**config.mk**
```make
export PLATFORM = sky130hd
export DESIGN_NAME = btm_result_decoder
export DESIGN_NICKNAME = d
export VERILOG_FILES = /design/src/rtl/btm_pkg.sv /design/src/rtl/btm_trit_decode.sv /design/src/rtl/btm_result_decoder.sv
export SDC_FILE = /design/constraint.sdc
export NUM_CORES = 1
export LEC_CHECK = 0
export CORE_MARGIN = 5
export CORE_UTILIZATION = 40
export CTS_CLUSTER_SIZE = 12
export DETAILED_ROUTE_END_ITERATION = 8
export PLACE_DENSITY = 0.59
export SYNTH_ARGS = -nofsm -noshare
export SYNTH_HDL_FRONTEND = slang
export SYNTH_HIERARCHICAL = 1
export SYNTH_SLANG_ARGS = --single-unit
```
**constraint.sdc**
```tcl
create_clock -name clk -period 4.1 [get_ports clk]
set_clock_uncertainty 0.1 [all_clocks]
set_input_delay 0.41 -clock clk [delete_from_list [all_inputs] [get_ports clk]]
set_output_delay 0.41 -clock clk [all_outputs]
set_load 0.005 [all_outputs]
```
**src/rtl/btm_pkg.sv**
```systemverilog
// Shared definitions for the balanced-ternary (BTM) family.
// Covers trit encodings, the decoder FSM states and a magnitude helper.
package btm_pkg;

  localparam logic [1:0] TRIT_NEG  = 2'b01;
  localparam logic [1:0] TRIT_ZERO = 2'b11;
  localparam logic [1:0] TRIT_POS  = 2'b10;
  localparam logic [1:0] TRIT_ILL  = 2'b00;

  typedef enum logic [1:0] {
    IDLE = 2'd0,
    CONV = 2'd1,
    DONE = 2'd2
  } btm_state_t;

  // Largest magnitude an n-trit balanced-ternary word can represent: (3^n-1)/2.
  function automatic int max_mag(input int n);
    int p;
    p = 1;
    for (int i = 0; i < n; i++) p = p * 3;
    return (p - 1) / 2;
  endfunction

endpackage

```
**src/rtl/btm_trit_decode.sv**
```systemverilog
// Maps one 2-bit trit code to a signed digit and an illegal-code flag.
// Purely combinational, so it has zero latency and no backpressure.
module btm_trit_decode
  import btm_pkg::*;
(
  input  logic [1:0]        code,
  output logic signed [1:0] digit,
  output logic              illegal
);

  always_comb begin
    digit   = '0;
    illegal = 1'b0;
    case (code)
      TRIT_NEG:  digit   = -2'sd1;
      TRIT_POS:  digit   = 2'sd1;
      TRIT_ZERO: digit   = 2'sd0;
      TRIT_ILL:  illegal = 1'b1;
      default:   illegal = 1'b1;
    endcase
  end

endmodule

```
**src/rtl/btm_result_decoder.sv**
```systemverilog
// Converts an NTRITS balanced-ternary word to two's complement, one trit per cycle, MSB first.
// out_valid rises NTRITS cycles after accept; the result is held until out_ready, and the block accepts input only in IDLE.
module btm_result_decoder
  import btm_pkg::*;
#(
  parameter int NTRITS = 4,
  parameter int OUT_W  = 7
) (
  input  logic                  clk,
  input  logic                  rst_n,
  input  logic                  in_valid,
  output logic                  in_ready,
  input  logic [2*NTRITS-1:0]   in_word,
  output logic                  out_valid,
  input  logic                  out_ready,
  output logic [OUT_W-1:0]      out_value,
  output logic                  out_illegal,
  output logic                  busy
);

  localparam int W     = 2 * NTRITS;
  localparam int CNT_W = (NTRITS > 1) ? $clog2(NTRITS) : 1;

  btm_state_t state_q, state_d;

  logic [W-1:0]             sreg_q;
  logic [CNT_W-1:0]         cnt_q;
  logic signed [OUT_W-1:0]  acc_q;
  logic                     ill_q;

  logic signed [1:0]        digit;
  logic                     code_ill;
  logic signed [OUT_W+1:0]  acc_ext;
  logic signed [OUT_W+1:0]  acc3;
  logic signed [OUT_W-1:0]  acc_nxt;
  logic                     ill_nxt;
  logic                     last_trit;

  btm_trit_decode u_trit_decode (
    .code    (sreg_q[W-1 -: 2]),
    .digit   (digit),
    .illegal (code_ill)
  );

  // Horner step: acc*3 + digit, computed wide then truncated back to OUT_W.
  always_comb begin
    acc_ext   = {{2{acc_q[OUT_W-1]}}, acc_q};
    acc3      = (acc_ext <<< 1) + acc_ext + {{OUT_W{digit[1]}}, digit};
    acc_nxt   = acc3[OUT_W-1:0];
    ill_nxt   = ill_q | code_ill;
    last_trit = (cnt_q == CNT_W'(NTRITS - 1));
  end

  assign in_ready = (state_q == IDLE);
  assign busy     = (state_q != IDLE);

  always_comb begin
    state_d = state_q;
    case (state_q)
      IDLE:    if (in_valid)  state_d = CONV;
      CONV:    if (last_trit) state_d = DONE;
      DONE:    if (out_ready) state_d = IDLE;
      default:                state_d = IDLE;
    endcase
  end

  always_ff @(posedge clk or negedge rst_n) begin
    if (!rst_n) state_q <= IDLE;
    else        state_q <= state_d;
  end

  always_ff @(posedge clk or negedge rst_n) begin
    if (!rst_n) begin
      sreg_q      <= '0;
      cnt_q       <= '0;
      acc_q       <= '0;
      ill_q       <= 1'b0;
      out_valid   <= 1'b0;
      out_value   <= '0;
      out_illegal <= 1'b0;
    end else begin
      case (state_q)
        IDLE: begin
          if (in_valid) begin
            sreg_q <= in_word;
            cnt_q  <= '0;
            acc_q  <= '0;
            ill_q  <= 1'b0;
          end
        end
        CONV: begin
          acc_q  <= acc_nxt;
          ill_q  <= ill_nxt;
          sreg_q <= sreg_q << 2;
          cnt_q  <= cnt_q + CNT_W'(1);
          if (last_trit) begin
            out_value   <= acc_nxt;
            out_illegal <= ill_nxt;
            out_valid   <= 1'b1;
          end
        end
        DONE: begin
          if (out_ready) out_valid <= 1'b0;
        end
        default: ;
      endcase
    end
  end

endmodule

```
* After elaboration in Yosys (flattened, before gate mapping)
Index checks and enable logic that the tools add are counted.
** Operators by class
- Reduce and logical (&&, ||, !) cells :: 9
- $add $sub $neg :: 3
- Eq/ne operators :: 8
- Bitwise gates (word level) :: 1
- Mux-type cells :: 17
** Operators by type and width (number)
- $pmux W8 S2 :: 1
- $add A7 B7 Y7 :: 2
- $pmux W7 S2 :: 1
- $mux W2 :: 4
- $mux W8 :: 1
- $pmux W2 S2 :: 2
- $mux W7 :: 1
- $eq A2 B2 Y1 const B :: 3
- $ne A2 B2 Y1 const B :: 3
- $pmux W2 S3 :: 1
- $reduce_and A3 Y1 :: 2
- $reduce_bool A2 Y1 :: 3
- $eq A2 B1 Y1 const B :: 2
- $logic_not A2 Y1 :: 2
- $mux W1 :: 4
- $pmux W1 S2 :: 2
- $reduce_and A2 Y1 :: 2
- $add A2 B1 Y2 const B :: 1
- $or A1 B1 Y1 :: 1
** Word-level totals
- Word-level logic and storage cells :: 46
- Bits of input ports :: 12
- Output and inout bits :: 11
- Bits in registers :: 29

* Logic depth before layout (Yosys ltp)
- Depth in word-level cells :: 4
- Mapped depth :: 11
- Mapped depth without buffers :: 11

* By module
Netlist, hierarchy kept.
** Modules (own cells, without submodules)
- btm_result_decoder :: seq. area each 725.7 um2, cells an instance 144, area each 1552.7 um2, times used 1
- btm_trit_decode :: seq. area each 0.0 um2, cells an instance 4, area each 32.5 um2, times used 1

* Worst setup path after synthesis
No wires, ideal clock.
- Kind :: flip-flop to flip-flop
- From :: register sreg_q[7]
- To :: register out_value[5]
- Stages on the path, launching flop included :: 12
- Path buffers :: 0
- Library setup time :: 0.125 ns
- Arrival :: 2.612 ns
- Setup slack :: 1.263 ns
- Period minus slack after synthesis :: 2.837 ns
- Required time :: 3.875 ns
- Path through :: dfrtp_1 -> inv_1 -> ha_1 -> inv_1 -> fa_1 -> inv_1 -> ha_1 -> fa_1 -> a21o_1 -> a21oi_1 -> xnor2_1 -> mux2_4
** Between the ends
- Longest elaborated chain between the ends :: 3
- Elaborated cells on any way between the ends :: 4
- Those cells by class :: add/sub: 1; eq/ne: 2; mux: 1
** RTL lines
- start, declared :: RTL line btm_result_decoder.sv:26 : logic [W-1:0] sreg_q;
- start signal, assigned :: RTL line btm_result_decoder.sv:85 : sreg_q <= in_word;
- start signal, assigned :: RTL line btm_result_decoder.sv:94 : sreg_q <= sreg_q << 2;
- $eq A2 B2 Y1 / $eq A2 B1 Y1 (equally long branches) :: RTL line btm_trit_decode.sv:14 : case (code)
- $pmux W2 S2 * :: RTL line btm_trit_decode.sv:14
- net digit[1] :: RTL line btm_result_decoder.sv:31 : logic signed [1:0] digit;
- $add A7 B7 Y7 * :: RTL line btm_result_decoder.sv:48 : acc3 = (acc_ext <<< 1) + acc_ext + {{OUT_W{digit[1]}}, digit};
- end signal, assigned :: RTL line btm_result_decoder.sv:97 : out_value <= acc_nxt;
- end, declared :: RTL line btm_result_decoder.sv:16 : output logic [OUT_W-1:0] out_value,
The timed path passes the listed nets; every way through them passes the cells marked *.
A chain may end at the register's enable or synchronous reset.

* Final worst setup path
Ends and elaborated chain as after synthesis.

==> results.md <==
* Crit path arrival time at 3.08 ns
* Net switching power at about 0.73 mW
* Total GRT Usage at 0.146
* Core ar. at between 0.003 and 0.004 mm²
* Synth Warn # at 6
* Min Hold Slack at approximately 0.39 ns
* Max-cap violations at 0
* Overall power at about 1.8 mW
* Internal Power at 1.10 mW
* Total number of vias at about 1,200
* Clock Latency Late Sink at 0.28 ns
* Seq/Total Area, Yosys at 0.458
* Layout area overhead at 22.5%
* Synth top area share at 0.458
* Synthesized area at roughly 0.0016 mm²
* First-pass GRT wire length at between 5000 and 6000 µm
* Synth async-reset ratio at 1.00
* Register-to-register setup slack at around 1.1 ns
* Slew HR at 0.611
* Share of layout cells above drive strength 1 at 0.0925
* Flops & latches, synth at 29
* Largest net degree at the start of global routing at 30
* Synth top area cells: dfrtp_1 (46%), fa_1 (7.6%), ha_1 (7.1%), o21ai_0 (4.7%), a21oi_1 (4.4%)
* Setup TNS at 0 ns
* Critical Path End Type: register
* Ant diodes at 0
* Net Count, Synth at ~180
* Htree depth at 2
* Port Buffers at 22
* # resized after CTS at 0
* Commonest cells in the netlist: dfrtp_1 (29), o21ai_0 (15), a21oi_1 (14)
* Routed WL at approximately 3300 µm
* Least-Margin Pin Slew at slightly below 0.6 ns
* Vias/cell at roughly 5.3
* Status: completed
* Die area at between 0.005 and 0.006 mm²
* Setup Buffers After CTS at 0
* Logic pwr share at 0.560
* Unrepaired setup endpoints after global routing: false
* Final Wtd Congestion at a little under 0.9
* Clk sinks at 29
* Core Util, Final at 0.519
* Crit Path Category: register to register
* Vias in the first global route at 1,234
* Yosys cell types at 28
* Main synth FF type: dfrtp_1
* Fmax at 332 MHz
* 1st-iter DRT viols at between 40 and 50
* Hpwl dp at ~2400 µm
* CTS Root Cell: clkbuf_8
* Fin. Hold Viols at 0
* Site row count at 22
* Hold buffer count at cts at 0
* Inserted Clock Buffers at 5
* Worst-case clock buffer depth at 2
* Syn avg cell area at 10.7 µm²
* Final number of max-transition violations at 0
* PD cells at between 900 and 1000 mW/mm²
* Seq pwr share at 0.296
* Nets at about 200
* Top-count cell post-synth: dfrtp_1
* Tcrit/Tclk final at 0.734
* Filler Cell Count at 344
* Initial antenna violation count at 0
* Worst Setup Start Kind: register
* Die H at 73.0 µm
* Routed Antenna Nets at 0
* Maximum VDD drop at ~0.40 mV
* Global route overflow at 0
* Drt first pass iters at 4
* Clock network power share at 0.143
* Routed len/inst at 15.0 µm
* Tmin final at between 3 and 4 ns
* WP data required at 4.17 ns
* Worst hold path class: register to register
* Leakage at about 0.9 nW
* # DRC at 0
* Die X at 73.0 µm
* Sw frac at 0.400
* Starting Density at 0.423
* Ports at 23
* TritonCTS clock tree: done
* Final Setup Violations at 0
* Worst-path fanout max at 6
* Post-synth EDFFs at 0
* Post-Syn Instances at ~150
* Clk slew on worst S/H paths at roughly 0.07 ns
* Synth area leader: dfrtp_1
metrics by stage:
stage                     setup slack, ns  instance area (µm²)  std cells
after floorplan                      1.26                 1590        148
after global placement               1.15                 1840        213
after detailed placement             1.07                 1840        213
after CTS                            1.07                 1940        221
after global routing                0.899                 1940        221
final                                1.09                 1940        221
flip-flops by register name (all words and copies together) (netlist names):
register / cells
sreg_q: 8
acc_q: 7
out_value: 7
cnt_q: 2
state_q: 2
ill_q: 1
out_illegal: 1
out_valid: 1
power by group through the flow:
stage,combinational [mW],sequential [mW],clock [mW]
floorplan,0.762,0.510,0
global placement,0.992,0.543,0
detailed placement,1.04,0.547,0
CTS,1.04,0.545,0.271
global route,1.17,0.563,0.285
finish,1.03,0.543,0.263
kinds of logic after synthesis:
group                      count (synthesis)  share of synthesized area
DFF                                       29                      0.458
AOI/OAI and AO/OA                         48                      0.185
buffers and inverters                     17                     0.0466
and+or+nand+nor                           27                     0.0821
muxes                                      5                     0.0426
xor gates and xnor gates                   7                     0.0387
adders and majority gates                 15                      0.147
layer usage:
metal | part of all wire | vias up | GRT usage
li1 | - | 553 | -
met1 | 0.44 | 581 | 0.179
met2 | 0.49 | 25 | 0.238
met3 | 0.045 | 5 | 0.0496
met4 | 0.017 | 0 | 0.0492
met5 | 0 | - | 0
cell type report:
class	count	area, µm²	area share
Multi-Input combinational cell	102	786	0.405
Clock buffer	7	96.3	0.0496
Clock inverter	1	5.00	0.00258
Sequential cell	29	726	0.374
Inverter	11	41.3	0.0213
Tap cell	48	60.1	0.0309
Timing Repair Buffer	23	228	0.117
worst paths after layout:
check	startpoint	to	cells after the start
setup / recovery	sreg_q[7]	out_value[5]	11
min in group asynchronous	rst_n	sreg_q[2]	2
setup reg to reg	sreg_q[7]	out_value[5]	11
hold / removal	out_illegal	out_illegal	2
max in group asynchronous	rst_n	sreg_q[5]	2
hold reg to reg	out_illegal	out_illegal	2
placed cells by master, fill, tap and decap left out, types with 3 or more instances in the layout:
master,netlist,final
nand2_1,12,12
a22o_1,6,6
fa_1,6,6
o21ai_0,15,15
nor2b_1,8,8
xnor2_1,6,6
clkbuf_8,0,7
clkdlybuf4s50_1,0,22
a21oi_1,14,14
dfrtp_1,29,29
nor2_1,4,4
a22oi_1,5,5
ha_1,9,9
mux2_4,3,3
inv_1,11,11
worst max-delay path: stages, from the launching register on:
cell and delay [ns]:
dfrtp_1 0.40, inv_1 0.08, ha_1 0.33, inv_1 0.09
fa_1 0.49, inv_1 0.04, ha_1 0.23, fa_1 0.41
a21o_1 0.19, a21oi_1 0.17, xnor2_1 0.10, mux2_4 0.27
Note: power is estimated with default switching activity, not from simulation.
